`src/rtl/tile_blitter_if.sv`:
```
// Bus bundle for tile_blitter: CPU-side iomem port in, video write port out.
interface tile_blitter_if;
    logic        iomem_valid;
    logic [3:0]  iomem_wstrb;
    logic [31:0] iomem_addr;
    logic [31:0] iomem_wdata;
    logic        iomem_ready;
    logic [31:0] iomem_rdata;
    logic        vid_valid;
    logic [3:0]  vid_wstrb;
    logic [31:0] vid_addr;
    logic [31:0] vid_wdata;

    modport master (
        output iomem_valid, iomem_wstrb, iomem_addr, iomem_wdata,
        input  iomem_ready, iomem_rdata, vid_valid, vid_wstrb, vid_addr, vid_wdata
    );

    modport slave (
        input  iomem_valid, iomem_wstrb, iomem_addr, iomem_wdata,
        output iomem_ready, iomem_rdata, vid_valid, vid_wstrb, vid_addr, vid_wdata
    );
endinterface

```
`src/rtl/tile_blitter.sv`:
```
// Tile-map rectangle fill engine and video-window pass-through bridge.
// Optional macro TILE_BLITTER_IRQ_EN: drive irq high for the one DONE cycle.
module tile_blitter #(
    parameter logic [3:0] TILE_BASE = 4'h2,
    parameter logic [3:0] REG_BASE  = 4'h4
) (
    input  logic          clk,
    input  logic          resetn,
    tile_blitter_if.slave bus,
    output logic          irq
);
    typedef enum logic [1:0] {IDLE = 2'd0, RUN = 2'd1, DONE = 2'd2} state_t;

    function automatic logic [6:0] sat_size(input logic [6:0] v);
        return (v > 7'd64) ? 7'd64 : v;
    endfunction

    function automatic logic [31:0] tile_addr(input logic [5:0] x, input logic [5:0] y,
                                              input logic [5:0] c, input logic [5:0] r);
        logic [5:0] tx;
        logic [5:0] ty;
        tx = x + c;
        ty = y + r;
        return {8'h05, TILE_BASE, 6'h0, ty, tx, 2'b00};
    endfunction

    state_t      state, state_nxt;
    logic [5:0]  dst_x, dst_y, tile_val;
    logic [6:0]  size_w, size_h;
    logic        inc_mode, done_sticky;
    logic        reg_ready;
    logic [31:0] rdata, rd_val;
    logic [5:0]  col, row, cur_tile;
    logic [5:0]  col_nxt, row_nxt, tile_nxt;
    logic        last_col, last_row;
    logic        vld_p1;
    logic [31:0] addr_p1;
    logic [5:0]  tile_p1;

    logic       vid_sel, reg_sel, reg_acc, reg_wr, reg_rd;
    logic [1:0] reg_idx;
    logic       start_req, abort_req, busy, fire;

    assign vid_sel   = bus.iomem_valid && (bus.iomem_addr[23:20] < 4'h4);
    assign reg_sel   = bus.iomem_valid && (bus.iomem_addr[23:20] == REG_BASE);
    assign reg_acc   = reg_sel && !reg_ready;
    assign reg_wr    = reg_acc && (bus.iomem_wstrb != 4'b0000);
    assign reg_rd    = reg_acc && (bus.iomem_wstrb == 4'b0000);
    assign reg_idx   = bus.iomem_addr[3:2];
    assign start_req = reg_wr && (reg_idx == 2'd0) && bus.iomem_wstrb[0] && bus.iomem_wdata[0];
    assign abort_req = reg_wr && (reg_idx == 2'd0) && bus.iomem_wstrb[0] && bus.iomem_wdata[1];
    assign busy      = (state != IDLE);
    // A pending engine write only completes in a cycle the CPU is not using the video port.
    assign fire      = (state == RUN) && vld_p1 && !vid_sel;

    assign last_col = ({1'b0, col} == size_w - 7'd1);
    assign last_row = ({1'b0, row} == size_h - 7'd1);
    assign col_nxt  = last_col ? 6'd0 : col + 6'd1;
    assign row_nxt  = last_col ? row + 6'd1 : row;
    assign tile_nxt = inc_mode ? cur_tile + 6'd1 : cur_tile;

    always_ff @(posedge clk) begin
        if (!resetn) state <= IDLE;
        else         state <= state_nxt;
    end

    always_comb begin
        state_nxt = state;
        case (state)
            IDLE: if (start_req) state_nxt = (size_w == 7'd0 || size_h == 7'd0) ? DONE : RUN;
            RUN: begin
                if (abort_req)                       state_nxt = IDLE;
                else if (fire && last_col && last_row) state_nxt = DONE;
            end
            DONE:    state_nxt = IDLE;
            default: state_nxt = IDLE;
        endcase
    end

    always_comb begin
        rd_val = 32'h0;
        case (reg_idx)
            2'd0: rd_val = {30'b0, done_sticky, busy};
            2'd1: rd_val = {18'b0, dst_y, 2'b0, dst_x};
            2'd2: rd_val = {17'b0, size_h, 1'b0, size_w};
            2'd3: rd_val = {23'b0, inc_mode, 2'b0, tile_val};
            default: rd_val = 32'h0;
        endcase
    end

    always_ff @(posedge clk) begin
        if (!resetn) begin
            dst_x <= '0; dst_y <= '0; size_w <= '0; size_h <= '0;
            tile_val <= '0; inc_mode <= 1'b0; done_sticky <= 1'b0;
            reg_ready <= 1'b0; rdata <= '0;
        end else begin
            reg_ready <= reg_acc;
            rdata     <= reg_rd ? rd_val : 32'h0;
            if (reg_wr && state == IDLE) begin
                case (reg_idx)
                    2'd1: begin
                        if (bus.iomem_wstrb[0]) dst_x <= bus.iomem_wdata[5:0];
                        if (bus.iomem_wstrb[1]) dst_y <= bus.iomem_wdata[13:8];
                    end
                    2'd2: begin
                        if (bus.iomem_wstrb[0]) size_w <= sat_size(bus.iomem_wdata[6:0]);
                        if (bus.iomem_wstrb[1]) size_h <= sat_size(bus.iomem_wdata[14:8]);
                    end
                    2'd3: begin
                        if (bus.iomem_wstrb[0]) tile_val <= bus.iomem_wdata[5:0];
                        if (bus.iomem_wstrb[1]) inc_mode <= bus.iomem_wdata[8];
                    end
                    default: ;
                endcase
            end
            // Completion takes priority over a status read clearing the flag in the same cycle.
            if (state == DONE)                   done_sticky <= 1'b1;
            else if (reg_rd && reg_idx == 2'd0) done_sticky <= 1'b0;
        end
    end

    // Stage p1: registered engine write, held until the video port is free
    always_ff @(posedge clk) begin
        if (!resetn) begin
            vld_p1 <= 1'b0; col <= '0; row <= '0; cur_tile <= '0;
        end else begin
            case (state)
                IDLE: begin
                    vld_p1 <= 1'b0;
                    if (start_req) begin
                        col <= '0; row <= '0; cur_tile <= tile_val;
                    end
                end
                RUN: begin
                    if (abort_req) begin
                        vld_p1 <= 1'b0;
                    end else if (!vld_p1) begin
                        vld_p1  <= 1'b1;
                        addr_p1 <= tile_addr(dst_x, dst_y, col, row);
                        tile_p1 <= cur_tile;
                    end else if (fire) begin
                        if (last_col && last_row) begin
                            vld_p1 <= 1'b0;
                        end else begin
                            col      <= col_nxt;
                            row      <= row_nxt;
                            cur_tile <= tile_nxt;
                            addr_p1  <= tile_addr(dst_x, dst_y, col_nxt, row_nxt);
                            tile_p1  <= tile_nxt;
                        end
                    end
                end
                default: vld_p1 <= 1'b0;
            endcase
        end
    end

    always_comb begin
        bus.vid_valid = 1'b0;
        bus.vid_wstrb = 4'b0000;
        bus.vid_addr  = 32'h0;
        bus.vid_wdata = 32'h0;
        if (vid_sel) begin
            bus.vid_valid = 1'b1;
            bus.vid_wstrb = bus.iomem_wstrb;
            bus.vid_addr  = bus.iomem_addr;
            bus.vid_wdata = bus.iomem_wdata;
        end else if (vld_p1) begin
            bus.vid_valid = 1'b1;
            bus.vid_wstrb = 4'b0001;
            bus.vid_addr  = addr_p1;
            bus.vid_wdata = {26'b0, tile_p1};
        end
    end

    assign bus.iomem_ready = vid_sel | reg_ready;
    assign bus.iomem_rdata = rdata;

`ifdef TILE_BLITTER_IRQ_EN
    assign irq = (state == DONE);
`else
    assign irq = 1'b0;
`endif
endmodule
```
`src/flat_wrapper.sv`:
```
// flat-port wrapper written by rule: the top's interface ports become plain ports
module tile_blitter_flat 
#(
    parameter logic [3:0] TILE_BASE = 4'h2,
    parameter logic [3:0] REG_BASE  = 4'h4
)
  (clk, resetn, irq, bus_iomem_valid, bus_iomem_wstrb, bus_iomem_addr, bus_iomem_wdata, bus_iomem_ready, bus_iomem_rdata, bus_vid_valid, bus_vid_wstrb, bus_vid_addr, bus_vid_wdata);
  tile_blitter_if bus_i ();
  input  logic clk;
  input  logic resetn;
  output logic irq;
  input wire logic [$bits(bus_i.iomem_valid)-1:0] bus_iomem_valid;
  input wire logic [$bits(bus_i.iomem_wstrb)-1:0] bus_iomem_wstrb;
  input wire logic [$bits(bus_i.iomem_addr)-1:0] bus_iomem_addr;
  input wire logic [$bits(bus_i.iomem_wdata)-1:0] bus_iomem_wdata;
  output wire logic [$bits(bus_i.iomem_ready)-1:0] bus_iomem_ready;
  output wire logic [$bits(bus_i.iomem_rdata)-1:0] bus_iomem_rdata;
  output wire logic [$bits(bus_i.vid_valid)-1:0] bus_vid_valid;
  output wire logic [$bits(bus_i.vid_wstrb)-1:0] bus_vid_wstrb;
  output wire logic [$bits(bus_i.vid_addr)-1:0] bus_vid_addr;
  output wire logic [$bits(bus_i.vid_wdata)-1:0] bus_vid_wdata;
  assign bus_i.iomem_valid = bus_iomem_valid;
  assign bus_i.iomem_wstrb = bus_iomem_wstrb;
  assign bus_i.iomem_addr = bus_iomem_addr;
  assign bus_i.iomem_wdata = bus_iomem_wdata;
  assign bus_iomem_ready = bus_i.iomem_ready;
  assign bus_iomem_rdata = bus_i.iomem_rdata;
  assign bus_vid_valid = bus_i.vid_valid;
  assign bus_vid_wstrb = bus_i.vid_wstrb;
  assign bus_vid_addr = bus_i.vid_addr;
  assign bus_vid_wdata = bus_i.vid_wdata;
  tile_blitter #(.TILE_BASE(TILE_BASE), .REG_BASE(REG_BASE)) u_core (.clk(clk), .resetn(resetn), .bus(bus_i), .irq(irq));
endmodule
```
`config.mk`:
```
export PLATFORM = sky130hd
export DESIGN_NAME = tile_blitter_flat
export DESIGN_NICKNAME = d
export VERILOG_FILES = /design/src/rtl/tile_blitter_if.sv /design/src/rtl/tile_blitter.sv /design/src/flat_wrapper.sv
export SDC_FILE = /design/constraint.sdc
export NUM_CORES = 1
export LEC_CHECK = 0
export BUFFER_PORTS_ARGS = -buffer_cell sky130_fd_sc_hd__buf_2
export CAP_MARGIN = 20
export CORE_MARGIN = 2
export CORE_UTILIZATION = 28
export DETAILED_ROUTE_END_ITERATION = 8
export PLACE_DENSITY = 0.48
export SLEW_MARGIN = 20
export SYNTH_ARGS = -nofsm -noshare
export SYNTH_HDL_FRONTEND = slang
export SYNTH_SLANG_ARGS = --single-unit
```
`constraint.sdc`:
```
create_clock -name clk -period 10.3 [get_ports clk]
set_input_delay 0.515 -clock clk [delete_from_list [all_inputs] [get_ports clk]]
set_output_delay 0.515 -clock clk [all_outputs]
set_load 0.02 [all_outputs]
```
==> flow_summary.yaml, run 1 <==
outcome:
  run_status: "completed"
worst_hold_path:
  hold_path_depth: 3
  startpoint_of_the_worst_hold_path: "bus_iomem_wdata[13]"
  worst_hold_path_type: "in2reg"
  worstHoldEndpoint: "u_core.dst_y[5]"
place:
  placement.io_buffers: 152
  place.detailed.hpwl_microns: 12500
  rd_place_congestion: 0.848
cells_and_area:
  antenna_cells_inserted: 0
  layout.nets: 880
  final_layout_size_suffix_gt1_share_pct: 24.4
  nFillCells: 2036
  area.growth.synth_to_final_pct: 21.8
timing:
  max_freq_mhz: 256
  clock_skew_ps: 7.26
  maxSlewViolCount: 0
  setup_viol: 0
  finalHoldViolations: 0
  timing.final.crit_share_pct: 38.0
  grt_setup_unrepaired: "no"
  max-slew-margin-rel_pct: 31.6
  tightestPinTransition_ps: 1020
  finalWorstPathRequiredPeriod_ps: 3910
  fin_tns_setup_ps: 0
setup_path:
  crit_path_top_delay_cell: "or4b_1"
  critical_path.reg2reg.endpoint: "u_core.addr_p1[7]"
  path_common_cell: "xnor2_1"
  worst-path-max-fanout: 7
  timing.critical_path.slowest_cell_delay_ps: 680
  timing.critical_path.to_type: "flip-flop"
  worstReg2RegStart: "u_core.size_w[0]"
  timing.critical_path.from_type: "flip-flop"
  worst-r2r-cell-count: 14
  ff_to_ff_setup_slack_ps: 6390
  cp_data_required_time_ps: 10390
  worst_ep_arrival_time_ps: 4000
  worstSetupPathType: "reg2reg"
  crit_path_cell_trace: "inv_1 -> ha_1 -> xnor2_1 -> a2111o_1 -> or4b_1 -> and3_1 -> a21o_1 -> ha_1 -> a21o_1 -> a21oi_1 -> o21bai_1 -> a21oi_1 -> xnor2_1 -> xnor2_1"
floorplan:
  fp.dieW_microns: 143
  floorplan.die.height_microns: 143
  coreArea_sq_um: 18900
  io_pins: 174
  design.die.area_sq_um: 20500
  initial_core_util_pct: 28.8
  row_count: 50
global_routing:
  maximum_number_of_pins_on_one_net_before_global_route_repair: 82
  gr-usage-all-layers_pct: 15.9
  grt_first_pass_wirelength_microns: 25000
  grt_pass1_vias: 4337
  grt_residual_overflow: 0
  antenna_found_initial: 0
pwr:
  power_per_cell_area_nw_per_um2: 112
  power.total_uw: 740
  max-vdd-ir-drop_uv: 67.7
  power.share.sequential_pct: 47.4
  pwr-share-comb_pct: 8.9
  netSwitchingPower_uw: 181
  internal_power_uw: 559
  power.share.clock_pct: 43.8
  leakage_uw: 0.00288
  switching_share_pct: 24.5
detailed_routing:
  wl_per_cell_microns: 15.9
  drt_first_pass_iters: 5
  detail_route.wirelength_microns: 16700
  drc: 0
  num_vias: 4970
  route.antenna.remaining_nets: 0
  drt-initial-drc-count: 359
  via_per_inst: 4.71
synth:
  commonest_cells_in_the_netlist: "77 x nand2_1, 70 x dfxtp_1, 60 x nor2_1"
  syn_area_sq_um: 5430
  syn-instance-count: 662
  yosysSeqAreaShare_pct: 35.7
  post_synth.cell_area_avg_sq_um: 8.21
  async_flop_share_pct: 0
  ys_top_cells_by_area: "dfxtp_1 26%, edfxtp_1 9.9%, nand2_1 5.3%"
  synth.most_common_cell: "nand2_1"
  yosysTopAreaCellShare_pct: 25.8
  synthDominantAreaCellType: "dfxtp_1"
  synth_edf_count: 18
  synth_seq_cells: 88
  synth_cell_type_count: 60
  most_frequently_used_flop_master_after_synthesis: "dfxtp_1"
  yosys_warnings: 0
clock_network:
  postCtsSetupBuffers: 0
  cts_repair_resize_count: 0
  clock_sinks: 88
  number_of_cts_inserted_buffers: 9
  clock_tree.htree_level_count: 3
  cts.hold.buffers_added: 0
  cts_root_buffer: "clkbuf_16"
  clkTransAtPathRegs_ps: 60
  tritoncts: "done"
  cts.path.max_buffers: 2
  worstSkewPairLatency_ps: 350
job:
  number_of_maximum_capacitance_constraint_violations: 0
[registers in the layout, indices dropped and copies added (netlist names)]
register / flops
u_core.addr_p1: 12
u_core.bus.iomem_rdata: 14
u_core.col: 6
u_core.cur_tile: 6
u_core.done_sticky: 1
u_core.dst_x: 6
u_core.dst_y: 6
u_core.inc_mode: 1
u_core.reg_ready: 1
u_core.row: 6
u_core.size_h: 7
u_core.size_w: 7
u_core.state: 2
u_core.tile_p1: 6
u_core.tile_val: 6
u_core.vld_p1: 1
[routing by layer]
metal,up-vias,global-route usage (%),share of wire (%)
li1,2491,-,-
met4,0,4.49,0.93
met1,2305,22.7,49
met2,163,24.7,45
met5,-,0,0
met3,11,2.67,5.5
[worst max-delay path by stage]
stage / start / end / slack (ps)
2_1_floorplan: u_core.size_w[0] / u_core.addr_p1[13] / 6580
3_3_place_gp: u_core.size_w[0] / u_core.addr_p1[7] / 6470
3_5_place_dp: u_core.size_w[0] / u_core.addr_p1[7] / 6400
4_1_cts: u_core.size_w[0] / u_core.addr_p1[7] / 6380
5_1_grt: u_core.size_w[0] / u_core.addr_p1[7] / 6130
6_report: u_core.size_w[0] / u_core.addr_p1[7] / 6390
[stage by stage]
step / util (%) / instance area, sq um / hold WS (ps) / setup WS [ps] / std cells
2_1_floorplan: - / 5510 / 445 / 6580 / 682
3_3_place_gp: 33.4 / 6310 / 487 / 6470 / 1038
3_5_place_dp: 33.4 / 6310 / 490 / 6400 / 1038
4_1_cts: 34.9 / 6600 / 437 / 6380 / 1054
5_1_grt: 35.0 / 6620 / 443 / 6130 / 1055
6_report: 35.0 / 6620 / 450 / 6390 / 1055
[placed cells by master, fill, tap and decap left out, types with 10 or more instances in the layout]
master / synthesis / final
nor2_1: 60 / 59
mux2i_1: 15 / 15
a21oi_1: 42 / 41
edfxtp_1: 18 / 18
a22oi_1: 11 / 11
and2_1: 46 / 46
buf_2: 2 / 152
o21ai_0: 36 / 36
and3_1: 10 / 10
inv_1: 20 / 20
a21o_1: 10 / 10
nor3_1: 10 / 10
nand3_1: 22 / 22
xnor2_1: 32 / 32
dfxtp_1: 70 / 70
conb_1: 1 / 21
ha_1: 17 / 17
nand2_1: 77 / 77
nor3b_1: 15 / 15
[logic make-up after synthesis]
family | Yosys count | synth area share [%]
flip-flops | 88 | 35.7
multiplexers | 24 | 4.84
XOR/XNOR | 39 | 6.29
adder cells (fa/ha/maj) | 19 | 4.65
buffers and inverters | 82 | 7.51
other | 1 | 0.0690
AO/OA/AOI/OAI | 131 | 15.1
AND/OR/NAND/NOR | 278 | 25.9
[worst max-delay path: cells and delay by family, from the launching register on]
kind,cells,cell delay (ps)
simple gates,2,940
fa+ha+maj,2,550
buf+inv,1,100
xor+xnor,3,370
compound gates,6,1260
flops,1,450
[power by group through the flow]
| stage | registers, uW | clock network (uW) | logic (uW) |
|---|---|---|---|
| 2_1_floorplan | 358 | 0 | 41.8 |
| 3_3_place_gp | 358 | 0 | 66.4 |
| 3_5_place_dp | 358 | 0 | 66.1 |
| 4_1_cts | 351 | 331 | 66.2 |
| 5_1_grt | 350 | 343 | 72.0 |
| 6_report | 351 | 324 | 65.7 |
[cell type report]
| type | instances | area, sq um | area share (%) |
|---|---|---|---|
| clock inverter | 4 | 46.3 | 0.700 |
| inverter | 21 | 78.8 | 1.19 |
| timing repair buffer | 158 | 810 | 12.2 |
| sequential | 88 | 1940 | 29.3 |
| tap | 260 | 325 | 4.92 |
| clock buffer | 12 | 236 | 3.57 |
| multi-input combinational | 512 | 3180 | 48.0 |
Note: power is estimated with default switching activity, not from simulation.
==> inputs of run 2 (changes only) <==
==> constraint.sdc (replaced) <==
create_clock -name clk -period 3.7 [get_ports clk]
set_input_delay 0.185 -clock clk [delete_from_list [all_inputs] [get_ports clk]]
set_output_delay 0.185 -clock clk [all_outputs]
set_load 0.02 [all_outputs]
==> flow_summary.yaml, run 2 (synthesis gave the netlist of run 1 again) <==
outcome:
  run_status: "completed"
cells_and_area:
  layout.nets: 893
  final_common_cell: "buf_2"
  largest_register_ffs: 14
  final_cell_mix: "152 x buf_2, 76 x nand2_1, 70 x dfxtp_1, 57 x nor2_1, 46 x and2_1"
  nFillCells: 2016
  final_layout_size_suffix_gt1_share_pct: 26.6
  postLayoutCoreUtil_pct: 35.7
  count_of_placed_standard_cells_in_the_final_layout_fillers_left_out: 1068
  antenna_cells_inserted: 0
  area.growth.synth_to_final_pct: 24.2
setup_path:
  cp-endpoint: "u_core.addr_p1[7]"
  crit_path_top_delay_cell: "or4b_1"
  worst-path-max-fanout: 5
  cp_data_required_time_ps: 3790
  worstReg2RegStart: "u_core.size_w[0]"
  crit_path_cell_trace: "inv_1 -> ha_1 -> xnor2_1 -> a2111o_1 -> or4b_1 -> and3_1 -> a21o_1 -> ha_1 -> a21o_1 -> a21oi_2 -> o21bai_1 -> a21oi_1 -> xnor2_1 -> xnor2_1"
  timing.critical_path.to_type: "flip-flop"
  setup.worst_path.start: "u_core.size_w[0]"
  worstSetupPathType: "reg2reg"
  critical_path.reg2reg.endpoint: "u_core.addr_p1[7]"
  worst_ep_arrival_time_ps: 3560
  timing.critical_path.slowest_cell_delay_ps: 530
  worst-r2r-cell-count: 14
  timing.critical_path.from_type: "flip-flop"
  ff_to_ff_setup_slack_ps: 220
  path_common_cell: "xnor2_1"
timing:
  finalWorstPathRequiredPeriod_ps: 3480
  setup_viol: 0
  tightestPinTransition_ps: 854
  maxSlewViolCount: 0
  finalHoldViolations: 0
  max_freq_mhz: 288
  max-slew-margin-rel_pct: 42.9
  timing.hold.ws_ps: 108
  timing.final.crit_share_pct: 93.9
  clock_skew_ps: 8.64
clock_network:
  clock_tree.htree_level_count: 3
  cts.path.max_buffers: 2
  clock_sinks: 88
  worstSkewPairLatency_ps: 350
  number_of_cts_inserted_buffers: 9
  tritoncts: "done"
  cts_root_buffer: "clkbuf_16"
  cts.hold.buffers_added: 0
  clkTransAtPathRegs_ps: 60
floorplan:
  initial_core_util_pct: 28.8
  io_pins: 174
  row_count: 50
  coreArea_sq_um: 18900
  floorplan.die.height_microns: 143
  design.die.area_sq_um: 20500
  fp.dieW_microns: 143
global_routing:
  antenna_found_initial: 0
  maximum_number_of_pins_on_one_net_before_global_route_repair: 56
  grt_pass1_vias: 4283
  gr-usage-all-layers_pct: 15.8
  grt_first_pass_wirelength_microns: 24800
  grt_residual_overflow: 0
place:
  place.detailed.hpwl_microns: 12700
  rd_place_congestion: 0.843
  dp_cells: 1049
  placement.io_buffers: 152
pwr:
  leakage_uw: 0.00295
  power.share.sequential_pct: 46.8
  power.total_uw: 2090
  power.share.clock_pct: 44.4
  netSwitchingPower_uw: 509
  pwr-share-comb_pct: 8.8
  max-vdd-ir-drop_uv: 215
  internal_power_uw: 1580
  switching_share_pct: 24.4
  power_per_cell_area_nw_per_um2: 309
detailed_routing:
  drc: 0
  drt-initial-drc-count: 393
  drt_first_pass_iters: 6
  via_per_inst: 4.67
  route.antenna.remaining_nets: 0
  detail_route.wirelength_microns: 16700
  wl_per_cell_microns: 15.6
  num_vias: 4983
worst_hold_path:
  worst_hold_path_type: "in2reg"
job:
  number_of_maximum_capacitance_constraint_violations: 0
-- run 2: cell count changes in the layout (fill, tap and decap cells not counted), moves of 2 or more --
cell / delta
nor2_1: -2
clkbuf_1: -2
nor2_2: +2
a21oi_2: +2
buf_4: +14
a21oi_1: -2
-- run 2: worst min path at each step --
stage	from	end	cells past startpoint	slack [ps]
2_1_floorplan	bus_iomem_wdata[8]	u_core.inc_mode	2	320
3_3_place_gp	bus_iomem_wdata[13]	u_core.dst_y[5]	3	460
3_5_place_dp	u_core.done_sticky	u_core.done_sticky	2	470
4_1_cts	bus_iomem_wdata[13]	u_core.dst_y[5]	3	100
5_1_grt	bus_iomem_wdata[13]	u_core.dst_y[5]	3	120
6_report	bus_iomem_wdata[13]	u_core.dst_y[5]	3	110
-- run 2: per-stage QoR --
stage	instance area (sq um)	worst slack [ps]	setup TNS, ps
detailed placement	6400	108	0
floorplan	5510	56.3	0
finish	6750	225	0
global placement	6400	151	0
global route	6750	-9.43	-9.43
CTS	6700	97.1	0
-- run 2: metal layers --
layer	share of wire, %	global-route usage, %	up-vias
li1	-	-	2524
met1	48	22.3	2285
met2	46	25.4	167
met3	5.5	2.03	7
met4	1.0	4.64	0
met5	0	0	-
-- run 2: repair_timing --
action	CTS	global route
buffers inserted	0	3
endpoints found under the hold margin	0	0
setup endpoints to repair	0	3
resized for setup	0	6
-- run 2: final cells by class --
type,instances,area (sq um),share of cell area [%]
Clock buffer,11,243,3.60
Timing Repair Buffer,171,903,13.4
Clock inverter,5,57.6,0.853
Inverter,21,78.8,1.17
Multi-Input combinational cell,512,3200,47.4
Sequential cell,88,1940,28.8
Tap cell,260,325,4.82
-- run 2: worst max-delay path, delay by kind of cell, from the launching register on --
kind	cells	cell delay, ps
AO/OA/AOI/OAI	6	1220
adder cells (fa/ha/maj)	2	520
buffers and inverters	1	60
XOR/XNOR	3	370
flip-flops	1	320
AND/OR/NAND/NOR	2	720
-- run 2: power by group through the flow --
stage	clock network (uW)	registers (uW)	logic (uW)
floorplan	0	997	116
CTS	953	976	184
detailed placement	0	997	184
global placement	0	997	185
finish	927	976	183
global route	986	975	200
==> inputs of run 3 (changes only) <==
--- a/config.mk
+++ b/config.mk
@@ -8,9 +8,9 @@
 export BUFFER_PORTS_ARGS = -buffer_cell sky130_fd_sc_hd__buf_2
 export CAP_MARGIN = 20
 export CORE_MARGIN = 2
-export CORE_UTILIZATION = 28
+export CORE_UTILIZATION = 45
 export DETAILED_ROUTE_END_ITERATION = 8
-export PLACE_DENSITY = 0.48
+export PLACE_DENSITY = 0.71
 export SLEW_MARGIN = 20
 export SYNTH_ARGS = -nofsm -noshare
 export SYNTH_HDL_FRONTEND = slang
==> flow_summary.yaml, run 3 (synthesis gave the netlist of run 1 again) <==
clock_network:
  cts_root_buffer: "clkbuf_16"
  cts.hold.buffers_added: 0
  worstSkewPairLatency_ps: 340
  tritoncts: "done"
  clock_tree.htree_level_count: 3
  clkTransAtPathRegs_ps: 60
  clock_sinks: 88
  cts.path.max_buffers: 2
  number_of_cts_inserted_buffers: 9
floorplan:
  io_pins: 174
  row_count: 40
  floorplan.die.height_microns: 114
  design.die.area_sq_um: 13000
  fp.dieW_microns: 114
  initial_core_util_pct: 45.6
  coreArea_sq_um: 11900
cells_and_area:
  antenna_cells_inserted: 0
  layout.nets: 891
  final_cell_mix: "152 x buf_2, 76 x nand2_1, 70 x dfxtp_1, 58 x nor2_1, 46 x and2_1"
  final_common_cell: "buf_2"
  finalInstanceArea_sq_um: 6570
  final-seq-area_sq_um: 1940
  area_of_combinational_cells_with_multiple_inputs_sq_um: 3190
  nFillCells: 1063
  final_layout_size_suffix_gt1_share_pct: 26.0
  area.growth.synth_to_final_pct: 20.8
  largest_register_ffs: 14
  postLayoutCoreUtil_pct: 55.1
detailed_routing:
  wl_per_cell_microns: 16.4
  drt-initial-drc-count: 372
  detail_route.wirelength_microns: 15600
  drc: 0
  via_per_inst: 5.43
  route.antenna.remaining_nets: 0
  drt_first_pass_iters: 5
  num_vias: 5165
pwr:
  power.share.sequential_pct: 47.8
  internal_power_uw: 1570
  pwr-share-comb_pct: 8.8
  power_per_cell_area_nw_per_um2: 311
  max-vdd-ir-drop_uv: 160
  leakage_uw: 0.00294
  netSwitchingPower_uw: 474
  switching_share_pct: 23.2
  power.share.clock_pct: 43.4
timing:
  finalWorstPathRequiredPeriod_ps: 3520
  max-slew-margin-rel_pct: 45.0
  setup_viol: 0
  clock_skew_ps: 7.09
  timing.hold.ws_ps: 119
  grt_setup_unrepaired: "yes"
  maxSlewViolCount: 0
  finalHoldViolations: 0
  tightestPinTransition_ps: 825
  max_freq_mhz: 284
  timing.final.crit_share_pct: 95.1
global_routing:
  grt_first_pass_wirelength_microns: 23800
  antenna_found_initial: 0
  grt_residual_overflow: 0
  gr-usage-all-layers_pct: 23.3
  grt_pass1_vias: 4542
  maximum_number_of_pins_on_one_net_before_global_route_repair: 53
setup_path:
  crit_path_cell_trace: "inv_1 -> ha_1 -> xnor2_1 -> a2111o_1 -> or4b_1 -> and3_1 -> a21o_1 -> ha_1 -> a21o_1 -> a21oi_2 -> o21bai_1 -> a21oi_1 -> xnor2_1 -> xnor2_1"
  timing.critical_path.slowest_cell_delay_ps: 530
  worstSetupPathType: "reg2reg"
  worstPathBufferInverterCount: 1
  worst_ep_arrival_time_ps: 3610
  path_common_cell: "xnor2_1"
  cp_data_required_time_ps: 3790
  cpLargestDelayFamily: "compound AO/OA/AOI/OAI gates"
  timing.critical_path.to_type: "flip-flop"
  timing.critical_path.from_type: "flip-flop"
  crit_path_top_delay_cell: "or4b_1"
  worst-path-max-fanout: 5
place:
  place.detailed.hpwl_microns: 12100
  placement.io_buffers: 152
  rd_place_congestion: 0.872
  dpl_cell_area_sq_um: 6240
worst_hold_path:
  worst_hold_path_type: "in2reg"
job:
  number_of_maximum_capacitance_constraint_violations: 0
outcome:
  run_status: "completed"
==> run 3: cell count changes in the layout (fill, tap and decap cells not counted) <==
cell        previous run  this run
clkinv_4               1         0
a21oi_4                1         0
nor2_2                 3         2
nor2_1                57        58
clkinvlp_4             2         1
clkinv_1               2         3
a21oi_1               39        40
buf_4                 19        17
==> run 3: final cells by class <==
cell class              count  area share (%)
clock buffers              11            3.70
flip-flops and latches     88            29.6
well taps                 147            2.80
multi-input cells         512            48.5
clock inverters             4           0.686
repair buffers            169            13.5
inverters                  21            1.20
==> run 3: path summary, 6_finish.rpt <==
kind / from / to / slack, ps / cells after the start
max reg2reg: u_core.size_w[0] / u_core.addr_p1[7] / 180 / 14
min reg2reg: u_core.done_sticky / u_core.done_sticky / 500 / 2
min: bus_iomem_wdata[13] / u_core.dst_y[5] / 120 / 3
max: u_core.size_w[0] / u_core.addr_p1[7] / 180 / 14
==> run 3: timing repair <==
action | CTS | global route
buffers inserted | 0 | 2
gates resized for setup | 0 | 5
endpoints found under the setup margin | 0 | 3
==> run 3: power groups by stage <==
| stage | Clock (uW) | Combinational (uW) | Sequential [uW] |
|---|---|---|---|
| final | 886 | 181 | 976 |
| after global routing | 937 | 195 | 976 |
| after CTS | 893 | 180 | 976 |
| after detailed placement | 0 | 179 | 997 |
| after global placement | 0 | 178 | 997 |
| after floorplan | 0 | 116 | 997 |
==> run 3: through the flow <==
stage / setup slack (ps) / instances / total power [uW] / TNS [ps]
6_report: 181 / 952 / 2040 / 0
5_1_grt: -8.61 / 952 / 2110 / -14.5
4_1_cts: 35.4 / 950 / 2050 / 0
3_5_place_dp: 52.5 / 935 / 1180 / 0
3_3_place_gp: 164 / 935 / 1180 / 0
2_1_floorplan: 56.3 / 682 / 1110 / 0
==> run 3: metal layers <==
metal  GRT usage (%)  up-vias  routed length, microns
met5               0        -                       0
met4            7.40        0                     274
met3            2.98       21                    1200
met2            37.8      238                    7290
met1            32.5     2384                    6860
li1                -     2522                       -
==> run 3: worst min-delay path, delay by kind of cell <==
family,cells,cell delay [ps]
AND/OR/NAND/NOR,1,70
multiplexers,1,60
buffers and inverters,1,100
